`src/rtl/bidir_bus_arbiter_if.sv`:
```
// bidir_bus_arbiter_if: request/grant and buffer-control bundle between the
// half-duplex direction arbiter and the two requesting agents.
//   master : arbiter side (samples requests, drives grants/enables/direction)
//   slave  : agent side (drives requests, observes grants/enables/direction)
interface bidir_bus_arbiter_if;
  logic req_a;
  logic req_b;
  logic gnt_a;
  logic gnt_b;
  logic oe_a;
  logic oe_b;
  logic en;
  logic turn;

  modport master (
    input  req_a, req_b,
    output gnt_a, gnt_b, oe_a, oe_b, en, turn
  );

  modport slave (
    output req_a, req_b,
    input  gnt_a, gnt_b, oe_a, oe_b, en, turn
  );
endinterface

```
`src/rtl/bidir_bus_arbiter.sv`:
```
// bidir_bus_arbiter: half-duplex direction controller for the shared
// bidirectional buffer. Side A drives toward B (en=1), side B drives toward A
// (en=0). Every direction change inserts TURN_CYCLES dead cycles with both
// tristate drivers off. All outputs are registered (Moore).
// Optional feature macro: BIDIR_ARB_BURST_LIMIT_EN -- when defined, an owner
// is forced to yield after MAX_BURST grant cycles while the other side
// requests; when undefined the owner keeps the bus until its request drops.
module bidir_bus_arbiter #(
  parameter int TURN_CYCLES = 1,
  parameter int MAX_BURST   = 4
) (
  input logic                 clk,
  input logic                 rst_n,
  bidir_bus_arbiter_if.master bus
);

  typedef enum logic [1:0] {
    ST_IDLE  = 2'd0,
    ST_TURN  = 2'd1,
    ST_OWN_A = 2'd2,
    ST_OWN_B = 2'd3
  } state_t;

  // A side is encoded with the buffer direction it needs, so a side value can
  // be compared against / loaded into en directly.
  localparam logic SIDE_A = 1'b1;
  localparam logic SIDE_B = 1'b0;

  localparam int              TW        = $clog2(TURN_CYCLES + 1);
  localparam logic [TW-1:0]   TURN_ONE  = TW'(1'b1);
  localparam logic [TW-1:0]   TURN_LAST = TW'(TURN_CYCLES);

  // An illegal configuration keeps the bus parked and undriven.
  localparam logic CFG_OK = (TURN_CYCLES > 32'sd0) && (MAX_BURST > 32'sd0);

  state_t        state_r, state_nx_s;
  logic          target_r, target_nx_s;
  logic          last_owner_r, last_owner_nx_s;
  logic [TW-1:0] turn_cnt_r, turn_cnt_nx_s;
  logic          en_r, en_nx_s;
  logic          gnt_a_r, gnt_b_r, oe_a_r, oe_b_r, turn_r;
  logic          winner_s;
  logic          req_tgt_s;
  logic          burst_yield_s;

`ifdef BIDIR_ARB_BURST_LIMIT_EN
  localparam int            BW        = $clog2(MAX_BURST + 1);
  localparam logic [BW-1:0] BURST_ONE = BW'(1'b1);
  localparam logic [BW-1:0] BURST_MAX = BW'(MAX_BURST);

  logic [BW-1:0] burst_cnt_r, burst_cnt_nx_s;

  // Saturating count of consecutive grant cycles of the current owner.
  always_comb begin
    burst_cnt_nx_s = '0;
    if ((state_nx_s == ST_OWN_A) || (state_nx_s == ST_OWN_B)) begin
      if (state_nx_s != state_r) begin
        burst_cnt_nx_s = BURST_ONE;
      end else if (burst_cnt_r != BURST_MAX) begin
        burst_cnt_nx_s = burst_cnt_r + BURST_ONE;
      end else begin
        burst_cnt_nx_s = burst_cnt_r;
      end
    end else begin
      burst_cnt_nx_s = '0;
    end
  end

  // Burst counter register.
  always_ff @(posedge clk or negedge rst_n) begin
    if (!rst_n) begin
      burst_cnt_r <= '0;
    end else begin
      burst_cnt_r <= burst_cnt_nx_s;
    end
  end

  assign burst_yield_s = (burst_cnt_r == BURST_MAX);
`else
  assign burst_yield_s = 1'b0;
`endif

  // Round-robin winner and the request of the locked turnaround target.
  always_comb begin
    winner_s  = SIDE_B;
    req_tgt_s = (target_r == SIDE_A) ? bus.req_a : bus.req_b;
    if (bus.req_a && bus.req_b) begin
      winner_s = ~last_owner_r;
    end else if (bus.req_a) begin
      winner_s = SIDE_A;
    end else begin
      winner_s = SIDE_B;
    end
  end

  // Next-state decode; a TURN entry also flips en and locks the target.
  always_comb begin
    state_nx_s      = state_r;
    target_nx_s     = target_r;
    last_owner_nx_s = last_owner_r;
    turn_cnt_nx_s   = turn_cnt_r;
    en_nx_s         = en_r;
    case (state_r)
      ST_IDLE: begin
        if (CFG_OK && (bus.req_a || bus.req_b)) begin
          if (winner_s == en_r) begin
            state_nx_s      = (winner_s == SIDE_A) ? ST_OWN_A : ST_OWN_B;
            last_owner_nx_s = winner_s;
          end else begin
            state_nx_s    = ST_TURN;
            target_nx_s   = winner_s;
            en_nx_s       = winner_s;
            turn_cnt_nx_s = TURN_ONE;
          end
        end else begin
          state_nx_s = ST_IDLE;
        end
      end
      ST_TURN: begin
        if (turn_cnt_r == TURN_LAST) begin
          if (req_tgt_s) begin
            state_nx_s      = (target_r == SIDE_A) ? ST_OWN_A : ST_OWN_B;
            last_owner_nx_s = target_r;
          end else begin
            state_nx_s = ST_IDLE;
          end
        end else begin
          turn_cnt_nx_s = turn_cnt_r + TURN_ONE;
        end
      end
      ST_OWN_A: begin
        if ((!bus.req_a || burst_yield_s) && bus.req_b) begin
          state_nx_s    = ST_TURN;
          target_nx_s   = SIDE_B;
          en_nx_s       = SIDE_B;
          turn_cnt_nx_s = TURN_ONE;
        end else if (!bus.req_a) begin
          state_nx_s = ST_IDLE;
        end else begin
          state_nx_s = ST_OWN_A;
        end
      end
      ST_OWN_B: begin
        if ((!bus.req_b || burst_yield_s) && bus.req_a) begin
          state_nx_s    = ST_TURN;
          target_nx_s   = SIDE_A;
          en_nx_s       = SIDE_A;
          turn_cnt_nx_s = TURN_ONE;
        end else if (!bus.req_b) begin
          state_nx_s = ST_IDLE;
        end else begin
          state_nx_s = ST_OWN_B;
        end
      end
      default: begin
        state_nx_s = ST_IDLE;
      end
    endcase
  end

  // State, bookkeeping and registered Moore outputs.
  always_ff @(posedge clk or negedge rst_n) begin
    if (!rst_n) begin
      state_r      <= ST_IDLE;
      target_r     <= SIDE_B;
      last_owner_r <= SIDE_B;
      turn_cnt_r   <= '0;
      en_r         <= 1'b0;
      gnt_a_r      <= 1'b0;
      gnt_b_r      <= 1'b0;
      oe_a_r       <= 1'b0;
      oe_b_r       <= 1'b0;
      turn_r       <= 1'b0;
    end else begin
      state_r      <= state_nx_s;
      target_r     <= target_nx_s;
      last_owner_r <= last_owner_nx_s;
      turn_cnt_r   <= turn_cnt_nx_s;
      en_r         <= en_nx_s;
      gnt_a_r      <= (state_nx_s == ST_OWN_A);
      gnt_b_r      <= (state_nx_s == ST_OWN_B);
      oe_a_r       <= (state_nx_s == ST_OWN_A);
      oe_b_r       <= (state_nx_s == ST_OWN_B);
      turn_r       <= (state_nx_s == ST_TURN);
    end
  end

  assign bus.gnt_a = gnt_a_r;
  assign bus.gnt_b = gnt_b_r;
  assign bus.oe_a  = oe_a_r;
  assign bus.oe_b  = oe_b_r;
  assign bus.en    = en_r;
  assign bus.turn  = turn_r;

endmodule
```
`src/flat_wrapper.sv`:
```
// flat-port wrapper written by rule: the top's interface ports become plain ports
module bidir_bus_arbiter_flat 
#(
  parameter int TURN_CYCLES = 1,
  parameter int MAX_BURST   = 4
)
  (clk, rst_n, bus_req_a, bus_req_b, bus_gnt_a, bus_gnt_b, bus_oe_a, bus_oe_b, bus_en, bus_turn);
  bidir_bus_arbiter_if bus_i ();
  input logic clk;
  input logic rst_n;
  input wire logic [$bits(bus_i.req_a)-1:0] bus_req_a;
  input wire logic [$bits(bus_i.req_b)-1:0] bus_req_b;
  output wire logic [$bits(bus_i.gnt_a)-1:0] bus_gnt_a;
  output wire logic [$bits(bus_i.gnt_b)-1:0] bus_gnt_b;
  output wire logic [$bits(bus_i.oe_a)-1:0] bus_oe_a;
  output wire logic [$bits(bus_i.oe_b)-1:0] bus_oe_b;
  output wire logic [$bits(bus_i.en)-1:0] bus_en;
  output wire logic [$bits(bus_i.turn)-1:0] bus_turn;
  assign bus_i.req_a = bus_req_a;
  assign bus_i.req_b = bus_req_b;
  assign bus_gnt_a = bus_i.gnt_a;
  assign bus_gnt_b = bus_i.gnt_b;
  assign bus_oe_a = bus_i.oe_a;
  assign bus_oe_b = bus_i.oe_b;
  assign bus_en = bus_i.en;
  assign bus_turn = bus_i.turn;
  bidir_bus_arbiter #(.TURN_CYCLES(TURN_CYCLES), .MAX_BURST(MAX_BURST)) u_core (.clk(clk), .rst_n(rst_n), .bus(bus_i));
endmodule
```
`config.mk`:
```
export PLATFORM = sky130hd
export DESIGN_NAME = bidir_bus_arbiter_flat
export DESIGN_NICKNAME = d
export VERILOG_FILES = /design/src/rtl/bidir_bus_arbiter_if.sv /design/src/rtl/bidir_bus_arbiter.sv /design/src/flat_wrapper.sv
export SDC_FILE = /design/constraint.sdc
export NUM_CORES = 1
export LEC_CHECK = 0
export ABC_CLOCK_PERIOD_IN_PS = 2050
export BUFFER_PORTS_ARGS = -buffer_cell sky130_fd_sc_hd__buf_2
export CORE_AREA = 8 8 45 47
export DETAILED_ROUTE_END_ITERATION = 16
export DIE_AREA = 0 0 53 55
export HOLD_SLACK_MARGIN = 0.03
export PLACE_DENSITY = 0.67
export SETUP_SLACK_MARGIN = 0.1
export SLEW_MARGIN = 40
export SYNTH_ARGS = -nofsm -noshare
export SYNTH_HDL_FRONTEND = slang
export SYNTH_SLANG_ARGS = --single-unit
```
`constraint.sdc`:
```
create_clock -name clk -period 2.05 [get_ports clk]
set_input_delay 0.205 -clock clk [delete_from_list [all_inputs] [get_ports clk]]
set_output_delay 0.205 -clock clk [all_outputs]
set_load 0.1 [all_outputs]
```
## Yosys cells after proc, flatten, opt, wreduce, memory -nomap -nowiden

Cells that the tools add are included.

- Bitwise logic cells: 1
- Eq/ne operators: 14
- Add/subtract/negate cells: 1
- Mux-type cells: 29
- Reductions and logical operators: 12

Operators with widths:

| operator | count |
|---|---|
| 1-bit two-way mux | 17 |
| 2-bit two-way mux | 8 |
| 2-bit by 1-bit inequality test with 1-bit output, second input constant | 6 |
| 5-bit AND reduction | 2 |
| 2-bit == test, second input constant | 4 |
| 2-bit one-hot mux with 4 select lines | 1 |
| 2-bit by 1-bit == test with 1-bit output, second input constant | 2 |
| 1-bit one-hot mux with 4 select lines | 1 |
| 4-bit AND reduction | 1 |
| 1-bit logical AND | 3 |
| 1-bit one-hot mux with 3 select lines | 1 |
| 3-bit nonzero test | 1 |
| 1-bit zero test | 2 |
| 2-bit zero test | 1 |
| 2-bit inequality test, second input constant | 1 |
| 1-bit one-hot mux with 2 select lines | 1 |
| 2-bit nonzero test | 1 |
| 1-bit adder, second input constant | 1 |
| 1-bit == test | 1 |
| 1-bit logical OR | 1 |
| 1-bit inverter | 1 |

- Output and inout port bits: 6
- Word-level logic and storage cells: 64
- Register bits after elaboration: 8

## Longest topological paths before layout

- Depth in word-level cells: 7
- Depth in mapped cells: 5
- Mapped depth without buffers: 5

## Least setup slack after synthesis

No wires, ideal clock.

- Path kind: register to register
- From: register, netlist name u_core.target_r
- To: register u_core.turn_cnt_r
- Period minus slack after synthesis: 2.192 ns
- Stages on the path, launching flop included: 5
- Library setup time: 0.129 ns
- Path slack: -0.142 ns
- Arrival: 2.064 ns
- Required time: 1.921 ns
- Path through: dfrtp_1 -> ha_1 -> or2b_4 -> o21ai_0 -> a2111o_1

RTL lines:

| what | line | source |
|---|---|---|
| end signal, assigned | bidir_bus_arbiter.sv:178 | `turn_cnt_r <= turn_cnt_nx_s;` |
| end, declared | bidir_bus_arbiter.sv:39 | `logic [TW-1:0] turn_cnt_r, turn_cnt_nx_s;` |

## Final worst setup path

- From: register u_core.last_owner_r
- To: register u_core.turn_cnt_r

- Longest elaborated chain between the ends: 5

Ends and longest elaborated chain:

| what | line | source |
|---|---|---|
| start, declared | bidir_bus_arbiter.sv:38 | `logic last_owner_r, last_owner_nx_s;` |
| start signal, assigned | bidir_bus_arbiter.sv:177 | `last_owner_r <= last_owner_nx_s;` |
| 1-bit inverter | bidir_bus_arbiter.sv:88 | `winner_s = ~last_owner_r;` |
| 1-bit two-way mux | bidir_bus_arbiter.sv:87 | `if (bus.req_a && bus.req_b) begin` |
| 1-bit == test | bidir_bus_arbiter.sv:106 | `if (winner_s == en_r) begin` |
| 2-bit inequality test (no source line) | - |  |
| 4-bit AND reduction (no source line) | - |  |

Every way passes these cells.
A chain may end at the register's enable or synchronous reset.

==> reports/qor.csv <==
stage,metric,value,unit
sta,fin. max-slew vios,0,
setup_path,capture point of the worst reg-to-reg path,u_core.turn_cnt_r$_DFFE_PN0P_,
setup_path,Worst Path Arrival,1.93,ns
logic_synthesis,largest area contributor in the netlist,dfrtp_1,
clock_tree,CTS tree,done,
setup_path,worst path required time,2.18,ns
sta,Tmin final,1.80,ns
sta,Worst-Margin Slew,0.486,ns
drt,First-pass DRT Iterations,2,
sta,Worst slew margin,67.8,%
layout,share of cells above drive strength 1,33.3,%
layout,nets@finish,69,
drt,total wire length,980,µm
worst_hold_path,hold depth,2,
floorplanning,full die area,2920,µm²
placed_design,pre-CTS setup slack,0.258,ns
logic_synthesis,Synth top area share,36.0,%
setup_path,cell count of the worst reg-to-reg path,5,
sta,Final Hold Vio Count,0,
drt,number of routed nets with antenna violations,0,
sta,final worst-path setup slack,0.252,ns
worst_hold_path,Hold Path Class,input port to flip-flop,
clock_tree,PostCTS Resize Cnt,0,
setup_path,crit end category,flip-flop,
layout,"commonest non-fill, non-tap cell in the layout",buf_2,
setup_path,critical path launch point type,flip-flop,
sta,fin crit share,87.7,%
logic_synthesis,Mapped Cells,53,
worst_hold_path,hold path start,bus_req_a,
setup_path,CP cell instances,"a21boi_0, ha_1, or2b_4, o21ai_0, a2111o_1",
drt,vias per cell,5.23,
setup_path,"slowest stage cell, crit path",a2111o_1,
setup_path,critical path's largest stage delay,0.40,ns
clock_tree,H-tree depth,1,
drt,DR DRC count,0,
setup_path,FF-to-FF Start,u_core.last_owner_r$_DFFE_PN0P_,
drt,Iteration-0 DRC Markers,4,
run_status,outcome,completed,
layout,area delta synth->final,11.7,%
logic_synthesis,Synth Net Count,58,
clock_tree,CTS Buf Count,3,
placed_design,Port Buf Inserts,9,
clock_tree,Root Buffer,clkbuf_4,
drt,DR vias,413,
logic_synthesis,Yosys warning count,0,
setup_path,"Worst Path Class, Setup",flip-flop to flip-flop,
clock_tree,hold buffer count at cts,1,
placed_design,hpwl dp,778,µm
global_routing,GRT overflow,0,
setup_path,flop-to-flop setup slack,0.25,ns
drt,DR WL/cell,12.4,µm
clock_tree,Worst-path clk slew,0.05,ns
worst_hold_path,Hold Path End,u_core.turn_cnt_r$_DFFE_PN0P_,
sta,RSZ-0062 raised after global routing,false,
global_routing,largest net degree at the start of global routing,12,
sta,Layout Skew,0.00123,ns
floorplanning,IO Pins,10,
sta,Final setup viols,0,
logic_synthesis,post-synth cell types,35,
clock_tree,Clock Path Buffers,2,
setup_path,CP Max Fanout,4,
clock_tree,"Clk Latency, worst-skew pair",0.25,ns
global_routing,gr usage total,7.28,%
floorplanning,Starting Density,40.1,%
sta,maximum clock frequency,556,MHz
logic_synthesis,Synth Register Bits,8,
logic_synthesis,register area share after synthesis,36.0,%
layout,final core occ,44.8,%
logic_synthesis,syn avg cell area,10.5,µm²
logic_synthesis,mapped cell area,556,µm²
placed_design,GP Congestion,0.809,
floorplanning,chip width,53,µm
layout,ant diodes,0,
global_routing,first-pass GRT wire length,1550,µm
floorplanning,Core Region,1380,µm²
global_routing,initial antenna violation count,0,
clock_tree,# clock sinks,8,
layout,"commonest cells after routing, fill and taps aside","buf_2 (9), dfrtp_1 (7), inv_1 (4), o21ai_0 (4), clkbuf_4 (3)",
logic_synthesis,synth top area cells,"dfrtp_1 (36%), buf_6 (4.1%), mux2_2 (4.1%)",
floorplanning,# rows,14,
sta,TNS Setup,0,ns
global_routing,vias in the first global route,378,
floorplanning,DIE HEIGHT,55,µm
job,max-cap violation count,0,
clock_tree,"Setup Fix Bufs, Post-CTS",0,
## worst max-delay path by stage
stage,slack [ns],to,startpoint
final,0.25,u_core.turn_cnt_r$_DFFE_PN0P_,u_core.last_owner_r$_DFFE_PN0P_
after global routing,0.16,u_core.turn_cnt_r$_DFFE_PN0P_,u_core.last_owner_r$_DFFE_PN0P_
after CTS,0.25,u_core.turn_cnt_r$_DFFE_PN0P_,u_core.last_owner_r$_DFFE_PN0P_
after detailed placement,0.26,u_core.turn_cnt_r$_DFFE_PN0P_,u_core.last_owner_r$_DFFE_PN0P_
after global placement,0.30,u_core.turn_cnt_r$_DFFE_PN0P_,bus_req_a
after floorplan,0.18,u_core.turn_cnt_r$_DFFE_PN0P_,u_core.target_r$_DFFE_PN0P_
## cell families after synthesis
group / after synthesis / synth area share [%]
AOI/OAI and AO/OA: 16 / 22.1
DFF: 8 / 36.0
adders and majority gates: 1 / 2.25
buffers and inverters: 8 / 9.46
and+or+nand+nor: 17 / 23.4
muxes: 3 / 6.76
## per-stage QoR
step / std cells / hold WS [ns] / cell area [µm²]
2_1_floorplan: 53 / -0.0906 / 557
3_3_place_gp: 74 / 0.0547 / 584
3_5_place_dp: 74 / 0.0553 / 584
4_1_cts: 79 / 0.285 / 621
5_1_grt: 79 / 0.281 / 621
6_report: 79 / 0.292 / 621
## critical path, delay by kind of cell, from the launching register on
family	cells	cell delay [ns]
AND/OR/NAND/NOR	1	0.24
flip-flops	1	0.39
adder cells (fa/ha/maj)	1	0.33
AO/OA/AOI/OAI	3	0.72
## registers in the layout, indices dropped and copies added, names as in the netlist
| signal | flops |
|---|---|
| u_core.last_owner_r | 1 |
| u_core.turn_cnt_r | 1 |
| u_core.state_r | 2 |
| u_core.bus.turn | 1 |
| u_core.bus.gnt_b | 1 |
| u_core.target_r | 1 |
| u_core.bus.gnt_a | 1 |
## synth_stat cells
cell type / number
a2111o_1: 1
a2111oi_0: 1
a211oi_1: 1
a21boi_0: 1
a21oi_1: 2
a22oi_1: 1
a32oi_1: 1
a32oi_2: 1
and2_1: 1
and2b_1: 1
and3_1: 1
and3b_2: 1
buf_4: 2
buf_6: 2
dfrtp_1: 8
ha_1: 1
inv_1: 4
mux2_2: 2
mux2_4: 1
nand2_1: 2
nand2b_1: 1
nand3_1: 1
nand3b_1: 1
nor2_1: 1
nor2b_1: 1
nor2b_4: 1
nor3_4: 1
nor3b_1: 1
o211a_1: 1
o21a_1: 1
o21ai_0: 4
o21bai_1: 1
or2_1: 1
or2b_4: 1
or3b_1: 1
## layout make-up
type	count	area (µm²)
fill	134	763
multi-input combinational	37	303
tap	16	20.0
sequential	8	201
clock buffer	4	26.3
inverter	4	15.0
timing repair buffer	10	55.1
## routing by layer
| layer | share of wire (%) | track usage [%] | wire, µm | up-vias |
|---|---|---|---|---|
| met1 | 45 | 7.63 | 437 | 194 |
| met2 | 51 | 12.1 | 496 | 6 |
| met3 | 4.7 | 4.01 | 46 | 0 |
| met4 | 0 | 2.59 | 0 | 0 |
| met5 | 0 | 0 | 0 | - |
| li1 | - | - | - | 213 |
Power is left out: the tool's default activity adds up to more than one toggle a clock period on the data nets, which glitch-free logic cannot reach.
